[config.mk]
export PLATFORM = sky130hd
export DESIGN_NAME = im_fetch_queue
export DESIGN_NICKNAME = d
export VERILOG_FILES = /design/src/rtl/im_fetch_queue.sv
export SDC_FILE = /design/constraint.sdc
export NUM_CORES = 1
export LEC_CHECK = 0
export CAP_MARGIN = 20
export CORE_MARGIN = 1.5
export CORE_UTILIZATION = 30
export DETAILED_ROUTE_END_ITERATION = 12
export SYNTH_ARGS = -nofsm -noshare
export SYNTH_HDL_FRONTEND = slang
export SYNTH_SLANG_ARGS = --single-unit
export TNS_END_PERCENT = 20
[constraint.sdc]
create_clock -name clk -period 3.1 [get_ports clk]
set_input_delay 0.62 -clock clk [delete_from_list [all_inputs] [get_ports clk]]
set_output_delay 0.62 -clock clk [all_outputs]
set_load 0.01 [all_outputs]
[src/rtl/im_fetch_queue.sv]
// Instruction fetch sequencer with a DEPTH-entry prefetch FIFO tagged by word address.
// Optional FETCH_STATS_EN adds push (fetch_cnt) and flushed-entry (flush_cnt) counters.
module im_fetch_queue #(
  parameter int          DEPTH    = 4,
  parameter logic [15:0] RESET_PC = 16'h0000
) (
  input  logic                     clk,
  input  logic                     rst,
  output logic [15:0]              im_addr,
  input  logic [31:0]              im_data,
  input  logic                     fetch_en,
  input  logic                     br_en,
  input  logic [15:0]              br_addr,
  output logic                     ir_valid,
  output logic [31:0]              ir,
  output logic [15:0]              ir_pc,
  input  logic                     ir_ready,
  output logic [$clog2(DEPTH):0]   q_count
`ifdef FETCH_STATS_EN
  ,
  output logic [31:0]              fetch_cnt,
  output logic [31:0]              flush_cnt
`endif
);

  localparam int AW = $clog2(DEPTH);
  localparam int CW = AW + 1;

  logic [15:0]   fetch_pc;
  logic [AW-1:0] rd_ptr;
  logic [AW-1:0] wr_ptr;
  logic [15:0]   pc_mem [DEPTH];
  logic [31:0]   ir_mem [DEPTH];
  logic          push;
  logic          pop;

  assign im_addr  = fetch_pc;
  assign ir_valid = (q_count != '0);
  assign pop      = ir_valid & ir_ready;
  // A full queue may still accept a word when the head leaves on the same edge.
  assign push     = fetch_en & ~br_en & ((q_count < CW'(DEPTH)) | pop);

  assign ir    = ir_valid ? ir_mem[rd_ptr] : '0;
  assign ir_pc = ir_valid ? pc_mem[rd_ptr] : '0;

  // NOTE: sequential state uses non-blocking assignments so every register
  // samples the pre-edge values regardless of statement order.
  always_ff @(posedge clk or posedge rst) begin
    if (rst) begin
      fetch_pc <= RESET_PC;
      rd_ptr   <= '0;
      wr_ptr   <= '0;
      q_count  <= '0;
    end else if (br_en) begin
      fetch_pc <= br_addr;
      rd_ptr   <= '0;
      wr_ptr   <= '0;
      q_count  <= '0;
    end else begin
      if (push) begin
        wr_ptr   <= wr_ptr + 1'b1;
        fetch_pc <= fetch_pc + 16'd1;
      end
      if (pop) begin
        rd_ptr <= rd_ptr + 1'b1;
      end
      q_count <= q_count + CW'(push) - CW'(pop);
    end
  end

  // NOTE: storage is deliberately not reset; q_count gates every read, so
  // stale entries are never visible and the array can map to plain RAM/flops.
  always_ff @(posedge clk) begin
    if (push) begin
      pc_mem[wr_ptr] <= fetch_pc;
      ir_mem[wr_ptr] <= im_data;
    end
  end

`ifdef FETCH_STATS_EN
  always_ff @(posedge clk or posedge rst) begin
    if (rst) begin
      fetch_cnt <= '0;
      flush_cnt <= '0;
    end else begin
      if (push) begin
        fetch_cnt <= fetch_cnt + 32'd1;
      end
      // An entry popped on the flush edge was consumed, not discarded.
      if (br_en) begin
        flush_cnt <= flush_cnt + 32'(q_count) - 32'(pop);
      end
    end
  end
`endif

endmodule

After elaboration in Yosys (flattened, before gate mapping)
Memory sizes are Yosys's and may differ from the RTL's.
Index checks and enable logic that the tools add are counted.
{"block": "word_totals", "n_memories": 2, "input_bits": 53, "elab_cells": 31, "out_inout_bits": 68, "register_bits": 23, "ram_bits": 192}
{"block": "op_classes", "reduce_logical": 3, "n_addsub": 5, "order_cmp": 1, "n_mux": 11, "bitwise": 5}
{"memory": "ir_mem", "words": 4, "width": 32, "read_ports": 1, "rd_ports_with_merged_regs": 0, "wr": 1, "line": "33", "text": "logic [31:0] ir_mem [DEPTH];"}
{"memory": "pc_mem", "words": 4, "width": 16, "read_ports": 1, "rd_ports_with_merged_regs": 0, "wr": 1, "line": "32", "text": "logic [15:0] pc_mem [DEPTH];"}
{"cell": "16-bit 2-to-1 mux", "count": 3}
{"cell": "32-bit 2-to-1 mux", "count": 1}
{"cell": "16-bit by 1-bit adder with 16-bit output (second input constant)", "count": 1}
{"cell": "2-bit 2-to-1 mux", "count": 4}
{"cell": "2-bit by 1-bit adder with 2-bit output (second input constant)", "count": 2}
{"cell": "2-bit nonzero test", "count": 2}
{"cell": "3-bit by 1-bit adder with 3-bit output", "count": 1}
{"cell": "1-bit AND", "count": 3}
{"cell": "3-bit less-than comparator (second input constant)", "count": 1}
{"cell": "3-bit 2-to-1 mux", "count": 1}
{"cell": "3-bit nonzero test", "count": 1}
{"cell": "3-bit by 1-bit subtractor with 3-bit output", "count": 1}
{"cell": "1-bit 2-to-1 mux", "count": 2}
{"cell": "1-bit inverter", "count": 1}
{"cell": "1-bit OR", "count": 1}

Logic depth before layout (Yosys ltp)
Gate-level depths: netlist of the first run.
{"block": "logic_depth", "word_depth": 7, "depth_mapped": 12, "depth_no_buf": 11}

Least setup slack after synthesis of the first run
No wires, ideal clock.
{"block": "synth_path", "path_type": "input port to flip-flop", "from": "input ir_ready", "to": "memory ir_mem[0][0], enable pin", "setup_time_ps": 410, "cell_stages": 5, "setup_slack_ps": 368, "arrival_ps": 2322, "required_ps": 2690, "path_buffers": 1, "cell_sequence": "nand2b_1 -> buf_6 -> nand2_2 -> nor2_1 -> and2_1"}
{"block": "synth_between", "elab_chain_len": 5}
{"element": "start, declared", "line": "17", "text": "input logic ir_ready,"}
{"element": "1-bit AND", "line": "39", "text": "assign pop = ir_valid & ir_ready;"}
{"element": "1-bit OR", "line": "41", "text": "assign push = fetch_en & ~br_en & ((q_count < CW'(DEPTH)) | pop);"}
{"element": "1-bit AND", "line": "41"}
{"element": "1-bit 2-to-1 mux", "line": "74", "text": "if (push) begin"}
{"element": "1-bit 2-to-1 mux (not written as such)", "line": "76", "text": "ir_mem[wr_ptr] <= im_data;"}
{"element": "end, declared", "line": "33"}
No other way between the ends.

Worst setup path after layout of the first run
{"block": "layout_path", "from": "register q_count[1]", "to": "output ir_pc[7]"}
{"block": "layout_between", "elab_chain_len": 2}
{"element": "start, declared", "line": "18", "text": "output logic [$clog2(DEPTH):0] q_count"}
{"element": "start signal, assigned", "line": "67", "text": "q_count <= q_count + CW'(push) - CW'(pop);"}
{"element": "3-bit nonzero test", "line": "38", "text": "assign ir_valid = (q_count != '0);"}
{"element": "16-bit 2-to-1 mux", "line": "44", "text": "assign ir_pc = ir_valid ? pc_mem[rd_ptr] : '0;"}
{"element": "end, declared", "line": "16", "text": "output logic [15:0] ir_pc,"}
No other way between the ends.

==> flow_summary_export.csv, run 1 <==
group,metric,value,unit
status,status,"finished clean",
power,p_sw,2310,uW
final_layout,drive_gt1_share,20.1,%
routing,wl_met1,7.90,mm
clocking,cts_inserted_buffers,24,
power,powerDensity,787,mW/mm^2
yosys,synth_top_area_share,66.9,%
timing,fin_crit_sh,97.1,%
power,leakage,0.00403,uW
routing,wl_met2,9.28,mm
clocking,clk_latency,510,ps
placed_design,dp_hpwl,11.1,mm
timing,rsz0062_at_grt,"yes",
critical_path,r2r_slack,690,ps
yosys,avgSynthCellArea,19.0,sq um
routing,drt-initial-drc-count,302,
floorplan,die_area,0.0298,sq mm
critical_path,end_kind,"output port",
routing,wl_per_cell,18.5,um
placed_design,portBuffers,120,
yosys,syn_nets,515,
critical_path,slowest_stage,"or3_2",
critical_path,criticalPathCategory,"reg2out",
timing,relSlewSlack,38.5,%
final_layout,final_nets,659,
yosys,synth_enable_flop_cells,192,
floorplan,die_h,173,um
placed_design,dp.cells,945,
clocking,htreeDepth,1,
timing,fin_crit,3010,ps
yosys,syn_inst,454,
timing,worst_slew_pin_slew,922,ps
clocking,cts.clk_slew.worst_paths,60,ps
floorplan,start_util,30.8,%
timing,fin_skew,12.5,ps
global_routing,grt_pass1_vias,5141,
clocking,cts_buffer_depth,3,
floorplan,chipWidth,173,um
yosys,synthFlopType,"edfxtp_1",
placed_design,gp_congestion,0.751,
global_routing,antenna_found_initial,0,
yosys,yosys.cell_types.count,37,
power,internal_power,6620,uW
critical_path,crit_arrival,2390,ps
clocking,cts-root-buf,"clkbuf_16",
floorplan,fp.coreArea,0.0280,sq mm
routing,dr.pass1.iters,5,
critical_path,cp_cell_sequence,"or3_2 -> buf_8 -> and2_1 -> clkdlybuf4s50_1",
yosys,syn_area,0.00862,sq mm
routing,post-route-drc-count,0,
critical_path,cpPeakStageDelay,500,ps
critical_path,path_buf_inv,2,
routing,vias_per_cell,4.66,
yosys,synth-seq-cells,215,
critical_path,critPathTopFamily,"buffers and inverters",
clocking,cts.sinks,215,
global_routing,grt_first_pass_wirelength,29.0,mm
final_layout,final_core_util,40.5,%
timing,final.setup.tns,0,ps
power,sw_frac_of_total,25.9,%
power,power,8920,uW
yosys,yosys.area.top_type,"edfxtp_1",
timing,finalHoldViolCount,0,
clocking,cts_tree,"yes",
placed_design,pre_cts_slack,236,ps
routing,dr_wl_met3,941,um
timing,worst_slack,89.2,ps
floorplan,io-pin-count,121,
routing,postRouteWirelength,18.4,mm
power,combPwrFrac,27.7,%
routing,vias,4633,
power,p_clk_share,33.3,%
critical_path,required,2480,ps
critical_path,worst-path-max-fanout,50,
critical_path,critPathLaunchType,"flop",
yosys,yosysSeqAreaShare,73.5,%
global_routing,grt_max_degree,51,
timing,slew_violations,0,
yosys,async_flop_share,10.7,%
floorplan,rows,61,
yosys,synth.most_common_cell,"edfxtp_1",
final_layout,fin_cells,994,
power,peakVddDrop,0.000393,V
yosys,ys.warnings.count,0,
final_layout,syn_to_final_growth,31.5,%
power,seqPwrFrac,38.9,%
yosys,synth.area.top_cells,"edfxtp_1, mux4_2, dfrtp_1",
job,maxCapViolCount,0,
routing,detail-route-antenna-nets,0,
min_path,min_path_type,"reg2reg",
routing,topRoutingLayerUsed,"met4",
timing,finalSetupViolCount,0,
yosys,ys_top_cells_by_count,"edfxtp_1, and2_1, mux4_2",
global_routing,gr-total-overflow,0,
clocking,cts_hold_buffers,0,
final_layout,antenna_cells,0,
global_routing,globalRouteTotalUtil,12.4,%
timing,fmax,332,MHz
==> area by class of cell <==
class                   count  area (sq um)
repair buffers            142          1510
clock inverters            13           173
multi-input cells         207          2130
inverters                   8          30.0
flip-flops and latches    215          6350
clock buffers              31           678
well taps                 378           473
fillers                  2540         16700
==> metal layers <==
layer	global-route usage [%]	vias to the layer above
met4	3.18	0
met3	2.68	24
li1	-	2088
met2	21.4	144
met1	15.9	2377
met5	0	-
==> layout by cell type (no fill, tap or decap), types with 10 or more instances in the layout <==
cell type        count
nor2_1              14
nand3_1             10
dlymetal6s2s_1      23
edfxtp_1           192
clkdlybuf4s50_1     95
clkbuf_16           25
dfrtp_1             20
buf_4               14
nand2_1             13
and2_1              50
mux4_2              48
==> worst reg2reg max path: cells and delay by family, from the launching register on <==
family | cells | cell delay [ps]
flip-flops | 1 | 450
XOR/XNOR | 1 | 160
adder cells (fa/ha/maj) | 3 | 800
AND/OR/NAND/NOR | 3 | 780
buffers and inverters | 2 | 100
==> power by group through the flow <==
stage                     registers [uW]  clock network [uW]  logic [uW]
after detailed placement            3560                   0        2510
after global placement              3550                   0        2500
final                               3470                2970        2470
after global routing                3500                3180        2690
after CTS                           3480                3060        2580
after floorplan                     3490                   0        1300
==> stage by stage <==
| step | cell area [sq um] | hold slack [ps] |
|---|---|---|
| final | 11300 | 573 |
| after global routing | 11300 | 592 |
| after CTS | 11300 | 573 |
| after detailed placement | 10400 | 565 |
| after global placement | 10400 | 552 |
| after floorplan | 8620 | 543 |
==> path summary, 6_finish.rpt <==
check / from / end / cells after the start
max: q_count[1]$_DFF_PP0_ / ir_pc[7] / 4
min: wr_ptr[1]$_DFFE_PP0P_ / wr_ptr[1]$_DFFE_PP0P_ / 2
max reg2reg: q_count[1]$_DFF_PP0_ / q_count[2]$_DFF_PP0_ / 9
min reg2reg: wr_ptr[1]$_DFFE_PP0P_ / wr_ptr[1]$_DFFE_PP0P_ / 2
max in group asynchronous: rst / rd_ptr[0]$_DFFE_PP0P_ / 2
min in group asynchronous: rst / q_count[2]$_DFF_PP0_ / 2
==> repair_timing <==
item / in CTS / in global routing
pin swaps: 0 / 0
endpoints found under the setup margin: 48 / 39
gates resized for setup: 4 / 25
setup buffers: 3 / 2
==> sequential cells by signal, summed over array words and instances (netlist names) <==
signal	cells
ir_mem	128
pc_mem	64
im_addr	16
q_count	3
rd_ptr	2
wr_ptr	2
==> kinds of logic after synthesis <==
family          share of synthesized area, %
mux                                     12.7
xor+xnor                                1.02
buf+inv                                 1.86
compound gates                          1.76
simple gates                            7.95
fa+ha+maj                               1.25
flops                                   73.5
Note: power is estimated with default switching activity, not from simulation.
==> run 2, diff against run 1 <==
--- a/config.mk
+++ b/config.mk
@@ -7,8 +7,9 @@
 export LEC_CHECK = 0
 export CAP_MARGIN = 20
 export CORE_MARGIN = 1.5
-export CORE_UTILIZATION = 30
+export CORE_UTILIZATION = 54
 export DETAILED_ROUTE_END_ITERATION = 12
+export PLACE_DENSITY = 0.79
 export SYNTH_ARGS = -nofsm -noshare
 export SYNTH_HDL_FRONTEND = slang
 export SYNTH_SLANG_ARGS = --single-unit
==> flow_summary_export.csv, run 2 (synthesized netlist as in run 1, its figures left out) <==
group,metric,value,unit
final_layout,final_cell_mix,"edfxtp_1, clkdlybuf4s50_1, and2_1, mux4_2, clkbuf_16",
critical_path,critPathLaunchType,"flop",
clocking,cts-root-buf,"clkbuf_16",
power,leakage,0.00359,uW
min_path,whs_path_depth,2,
routing,vias,4594,
critical_path,critPathTopFamily,"buffers and inverters",
min_path,min-delay-start,"wr_ptr[1]$_DFFE_PP0P_",
critical_path,r2r_start,"q_count[1]$_DFF_PP0_",
critical_path,worstRegToRegCells,10,
critical_path,required,2480,ps
global_routing,globalRouteTotalUtil,20.0,%
clocking,cts.sinks,215,
final_layout,drive_gt1_share,18.1,%
final_layout,final_area,0.0109,sq mm
critical_path,cp_cell_sequence,"buf_12 -> mux4_2 -> and2_1 -> clkdlybuf4s50_1",
clocking,cts_inserted_buffers,22,
final_layout,largest_register_ffs,128,
min_path,hold_end,"wr_ptr[1]$_DFFE_PP0P_",
routing,dr.pass1.iters,5,
timing,fin_skew,7.28,ps
clocking,cts.clk_slew.worst_paths,60,ps
routing,wl_per_cell,19.7,um
min_path,min_path_type,"reg2reg",
timing,holdWs,594,ps
timing,fin_crit_sh,96.8,%
timing,finalHoldViolCount,0,
critical_path,slowest_stage,"mux4_2",
critical_path,cpPeakStageDelay,520,ps
critical_path,r2r_slack,490,ps
floorplan,die_h,129,um
final_layout,final_common_cell,"edfxtp_1",
critical_path,path_buf_inv,2,
timing,fin_crit,3000,ps
routing,detail-route-antenna-nets,0,
floorplan,die_area,0.0167,sq mm
final_layout,multi_input_comb_area,0.00213,sq mm
clocking,htreeDepth,1,
status,status,"finished clean",
clocking,clk_latency,480,ps
power,powerDensity,777,mW/mm^2
timing,slew_violations,0,
routing,post-route-drc-count,0,
final_layout,antenna_cells,0,
clocking,cts_tree,"yes",
timing,worst_slew_pin_slew,840,ps
floorplan,rows,46,
critical_path,criticalPathCategory,"reg2out",
job,maxCapViolCount,0,
placed_design,dp_hpwl,10.0,mm
floorplan,fp.coreArea,0.0157,sq mm
placed_design,post_dp_cell_area,0.0101,sq mm
critical_path,worst-path-max-fanout,18,
floorplan,io-pin-count,121,
timing,relSlewSlack,43.9,%
critical_path,end_kind,"output port",
global_routing,antenna_found_initial,0,
critical_path,r2r-end,"q_count[2]$_DFF_PP0_",
final_layout,fillers,967,
global_routing,grt_max_degree,52,
timing,rsz0062_at_grt,"no",
clocking,cts_buffer_depth,3,
routing,drt-initial-drc-count,356,
timing,finalSetupViolCount,0,
final_layout,final_nets,654,
power,power,8440,uW
floorplan,chipWidth,129,um
routing,postRouteWirelength,16.2,mm
global_routing,grt_pass1_vias,4816,
global_routing,grt_first_pass_wirelength,25.5,mm
routing,vias_per_cell,5.58,
floorplan,start_util,54.9,%
placed_design,portBuffers,120,
timing,fmax,333,MHz
critical_path,crit_arrival,2380,ps
final_layout,syn_to_final_growth,25.9,%
final_layout,largest-register,"ir_mem",
final_layout,seq_area,0.00635,sq mm
global_routing,gr-total-overflow,0,
power,peakVddDrop,0.000684,V
placed_design,gp_congestion,0.873,
timing,final.setup.tns,0,ps
## run 2: layout make-up
type,count,share of cell area [%]
Timing Repair Buffer,139,12.8
Tap cell,216,2.49
Clock inverter,9,0.841
Multi-Input combinational cell,207,19.6
Clock buffer,30,5.54
Inverter,8,0.277
Sequential cell,215,58.5
## run 2: worst min-delay path: stages (launching register included)
cell and delay (ps):
dfrtp_1 420, nand2_1 80, a21oi_1 60
## run 2: how the worst max path moves through the flow
| stage | cells after the start | startpoint | slack (ps) | to |
|---|---|---|---|---|
| global route | 4 | rd_ptr[0]$_DFFE_PP0P_ | 10 | ir_pc[4] |
| finish | 4 | rd_ptr[0]$_DFFE_PP0P_ | 100 | ir[7] |
| CTS | 4 | q_count[1]$_DFF_PP0_ | 6 | ir_pc[12] |
| global placement | 12 | ir_ready | 340 | q_count[2]$_DFF_PP0_ |
| detailed placement | 12 | ir_ready | 220 | q_count[2]$_DFF_PP0_ |
| floorplan | 5 | ir_ready | 370 | ir_mem[0][0]$_DFFE_PP_ |
## run 2: per-layer routing
layer | up-vias | track usage [%] | wire [um]
met3 | 19 | 3.63 | 962
met5 | - | 0 | 0
met2 | 163 | 33.6 | 8090
met4 | 0 | 5.09 | 210
met1 | 2339 | 27.6 | 6940
li1 | 2073 | - | -
## run 2: power breakdown
group | switching [uW] | total [uW] | internal, uW
logic | 1060 | 2480 | 1420
registers | 121 | 3460 | 3340
clock network | 975 | 2490 | 1520
total | 2150 | 8440 | 6280
## run 2: stage by stage
| stage | cells | worst slack [ps] | utilization (%) |
|---|---|---|---|
| floorplan | 454 | 368 | - |
| global placement | 783 | 341 | 64.5 |
| detailed placement | 783 | 220 | 64.5 |
| CTS | 824 | 6.05 | 69.1 |
| global route | 824 | 11.9 | 69.1 |
| finish | 824 | 99.6 | 69.1 |
## run 2: timing repair
action,CTS,global route
gates resized for setup,0,1
setup endpoints to repair,34,48
pin swaps,0,0
setup buffers,2,0
hold buffers,0,0
==> run 3, diff against run 2 <==
--- a/config.mk
+++ b/config.mk
@@ -9,7 +9,7 @@
 export CORE_MARGIN = 1.5
 export CORE_UTILIZATION = 54
 export DETAILED_ROUTE_END_ITERATION = 12
-export PLACE_DENSITY = 0.79
+export PLACE_DENSITY = 0.77
 export SYNTH_ARGS = -nofsm -noshare
 export SYNTH_HDL_FRONTEND = slang
 export SYNTH_SLANG_ARGS = --single-unit
==> flow_summary_export.csv, run 3 (synthesized netlist as in run 1, its figures left out) <==
group,metric,value,unit
floorplan,fp.coreArea,0.0157,sq mm
min_path,whs_path_depth,2,
final_layout,antenna_cells,0,
global_routing,globalRouteTotalUtil,20.5,%
min_path,min-delay-start,"wr_ptr[1]$_DFFE_PP0P_",
routing,dr.pass1.iters,4,
timing,fmax,329,MHz
clocking,clk_latency,490,ps
critical_path,end_kind,"output port",
job,maxCapViolCount,0,
timing,final.setup.tns,0,ps
routing,post-route-drc-count,0,
timing,relSlewSlack,43.1,%
critical_path,cp_cell_sequence,"clkbuf_16 -> mux4_2 -> and2_1 -> clkdlybuf4s50_1",
final_layout,largest_register_ffs,128,
routing,postRouteWirelength,16.5,mm
placed_design,post_dp_cell_area,0.0103,sq mm
critical_path,worstRegToRegCells,10,
placed_design,dp_hpwl,10.3,mm
floorplan,chipWidth,129,um
final_layout,final_area,0.0110,sq mm
clocking,cts.clk_slew.worst_paths,60,ps
critical_path,slowest_stage,"dfrtp_4",
placed_design,gp_congestion,0.821,
status,status,"finished clean",
placed_design,dp.cells,785,
min_path,hold_end,"wr_ptr[1]$_DFFE_PP0P_",
global_routing,grt_pass1_vias,4855,
critical_path,r2r_start,"q_count[1]$_DFF_PP0_",
critical_path,r2r_slack,460,ps
power,power,8510,uW
clocking,htreeDepth,1,
min_path,min_path_type,"reg2reg",
clocking,cts-root-buf,"clkbuf_16",
final_layout,final_nets,661,
routing,vias_per_cell,5.56,
timing,holdWs,576,ps
floorplan,rows,46,
critical_path,critPathLaunchType,"flop",
power,powerDensity,772,mW/mm^2
critical_path,path_buf_inv,2,
timing,worst_slew_pin_slew,853,ps
power,leakage,0.00366,uW
final_layout,drive_gt1_share,19.5,%
critical_path,crit_arrival,2420,ps
routing,detail-route-antenna-nets,0,
timing,finalSetupViolCount,0,
timing,fin_crit,3040,ps
floorplan,io-pin-count,121,
placed_design,portBuffers,120,
clocking,cts.sinks,215,
final_layout,syn_to_final_growth,27.9,%
critical_path,cpPeakStageDelay,540,ps
timing,slew_violations,0,
routing,wl_per_cell,19.9,um
final_layout,fin_cells,832,
timing,fin_crit_sh,98.1,%
critical_path,r2r-end,"q_count[2]$_DFF_PP0_",
timing,fin_skew,12.3,ps
critical_path,criticalPathCategory,"reg2out",
global_routing,grt_first_pass_wirelength,25.9,mm
clocking,cts_inserted_buffers,22,
final_layout,largest-register,"ir_mem",
routing,drt-initial-drc-count,340,
global_routing,grt_max_degree,52,
clocking,cts_buffer_depth,3,
power,peakVddDrop,0.000881,V
final_layout,final_common_cell,"edfxtp_1",
critical_path,worst-path-max-fanout,11,
timing,rsz0062_at_grt,"yes",
floorplan,die_h,129,um
floorplan,die_area,0.0167,sq mm
final_layout,final_cell_mix,"edfxtp_1, clkdlybuf4s50_1, and2_1, mux4_2, clkbuf_16",
floorplan,start_util,54.9,%
timing,finalHoldViolCount,0,
clocking,cts_tree,"yes",
critical_path,critPathTopFamily,"buffers and inverters",
routing,vias,4627,
global_routing,gr-total-overflow,0,
global_routing,antenna_found_initial,0,
critical_path,required,2480,ps
[run 3: through the flow]
stage	utilization (%)	setup WS [ps]
finish	70.2	59.2
global route	70.2	-16.3
CTS	69.9	2.05
detailed placement	65.3	314
global placement	65.3	356
floorplan	-	368
[run 3: what timing repair did]
item / in CTS / in global routing
gates cloned: 0 / 1
setup endpoints to repair: 34 / 33
hold buffers: 0 / 0
resized for setup: 1 / 4
pin swaps: 0 / 0
buffers inserted: 4 / 2
[run 3: per-layer routing]
metal,vias to the layer above,routed length (um),track usage (%)
met1,2356,7230,28.5
met5,-,0,0
met3,25,913,3.47
li1,2083,-,-
met2,163,8140,34.8
met4,0,251,4.49
[run 3: power by group]
part / switching [uW] / total, uW / internal [uW]
logic: 1060 / 2560 / 1490
clock network: 1000 / 2460 / 1460
registers: 146 / 3490 / 3340
total: 2210 / 8510 / 6300
[run 3: worst max path at each step]
stage,startpoint,endpoint,slack (ps),cells after the start
after floorplan,ir_ready,ir_mem[0][0]$_DFFE_PP_,370,5
after global placement,rd_ptr[0]$_DFFE_PP0P_,ir_pc[3],360,4
after detailed placement,ir_ready,q_count[2]$_DFF_PP0_,310,12
after CTS,rd_ptr[0]$_DFFE_PP0P_,ir[27],2,4
after global routing,rd_ptr[0]$_DFFE_PP0P_,ir[23],-20,4
final,rd_ptr[0]$_DFFE_PP0P_,ir[6],60,4
[run 3: cell type report]
| type | instances | area, sq um |
|---|---|---|
| clock buffers | 35 | 661 |
| well taps | 216 | 270 |
| fillers | 984 | 4680 |
| inverters | 8 | 30.0 |
| flip-flops and latches | 215 | 6350 |
| clock inverters | 5 | 30.0 |
| repair buffers | 146 | 1560 |
| multi-input cells | 207 | 2130 |
[run 3: worst min-delay path: cells and delay by family, from the launching register on]
kind | cells | cell delay [ps]
AO/OA/AOI/OAI | 1 | 60
flip-flops | 1 | 410
AND/OR/NAND/NOR | 1 | 70
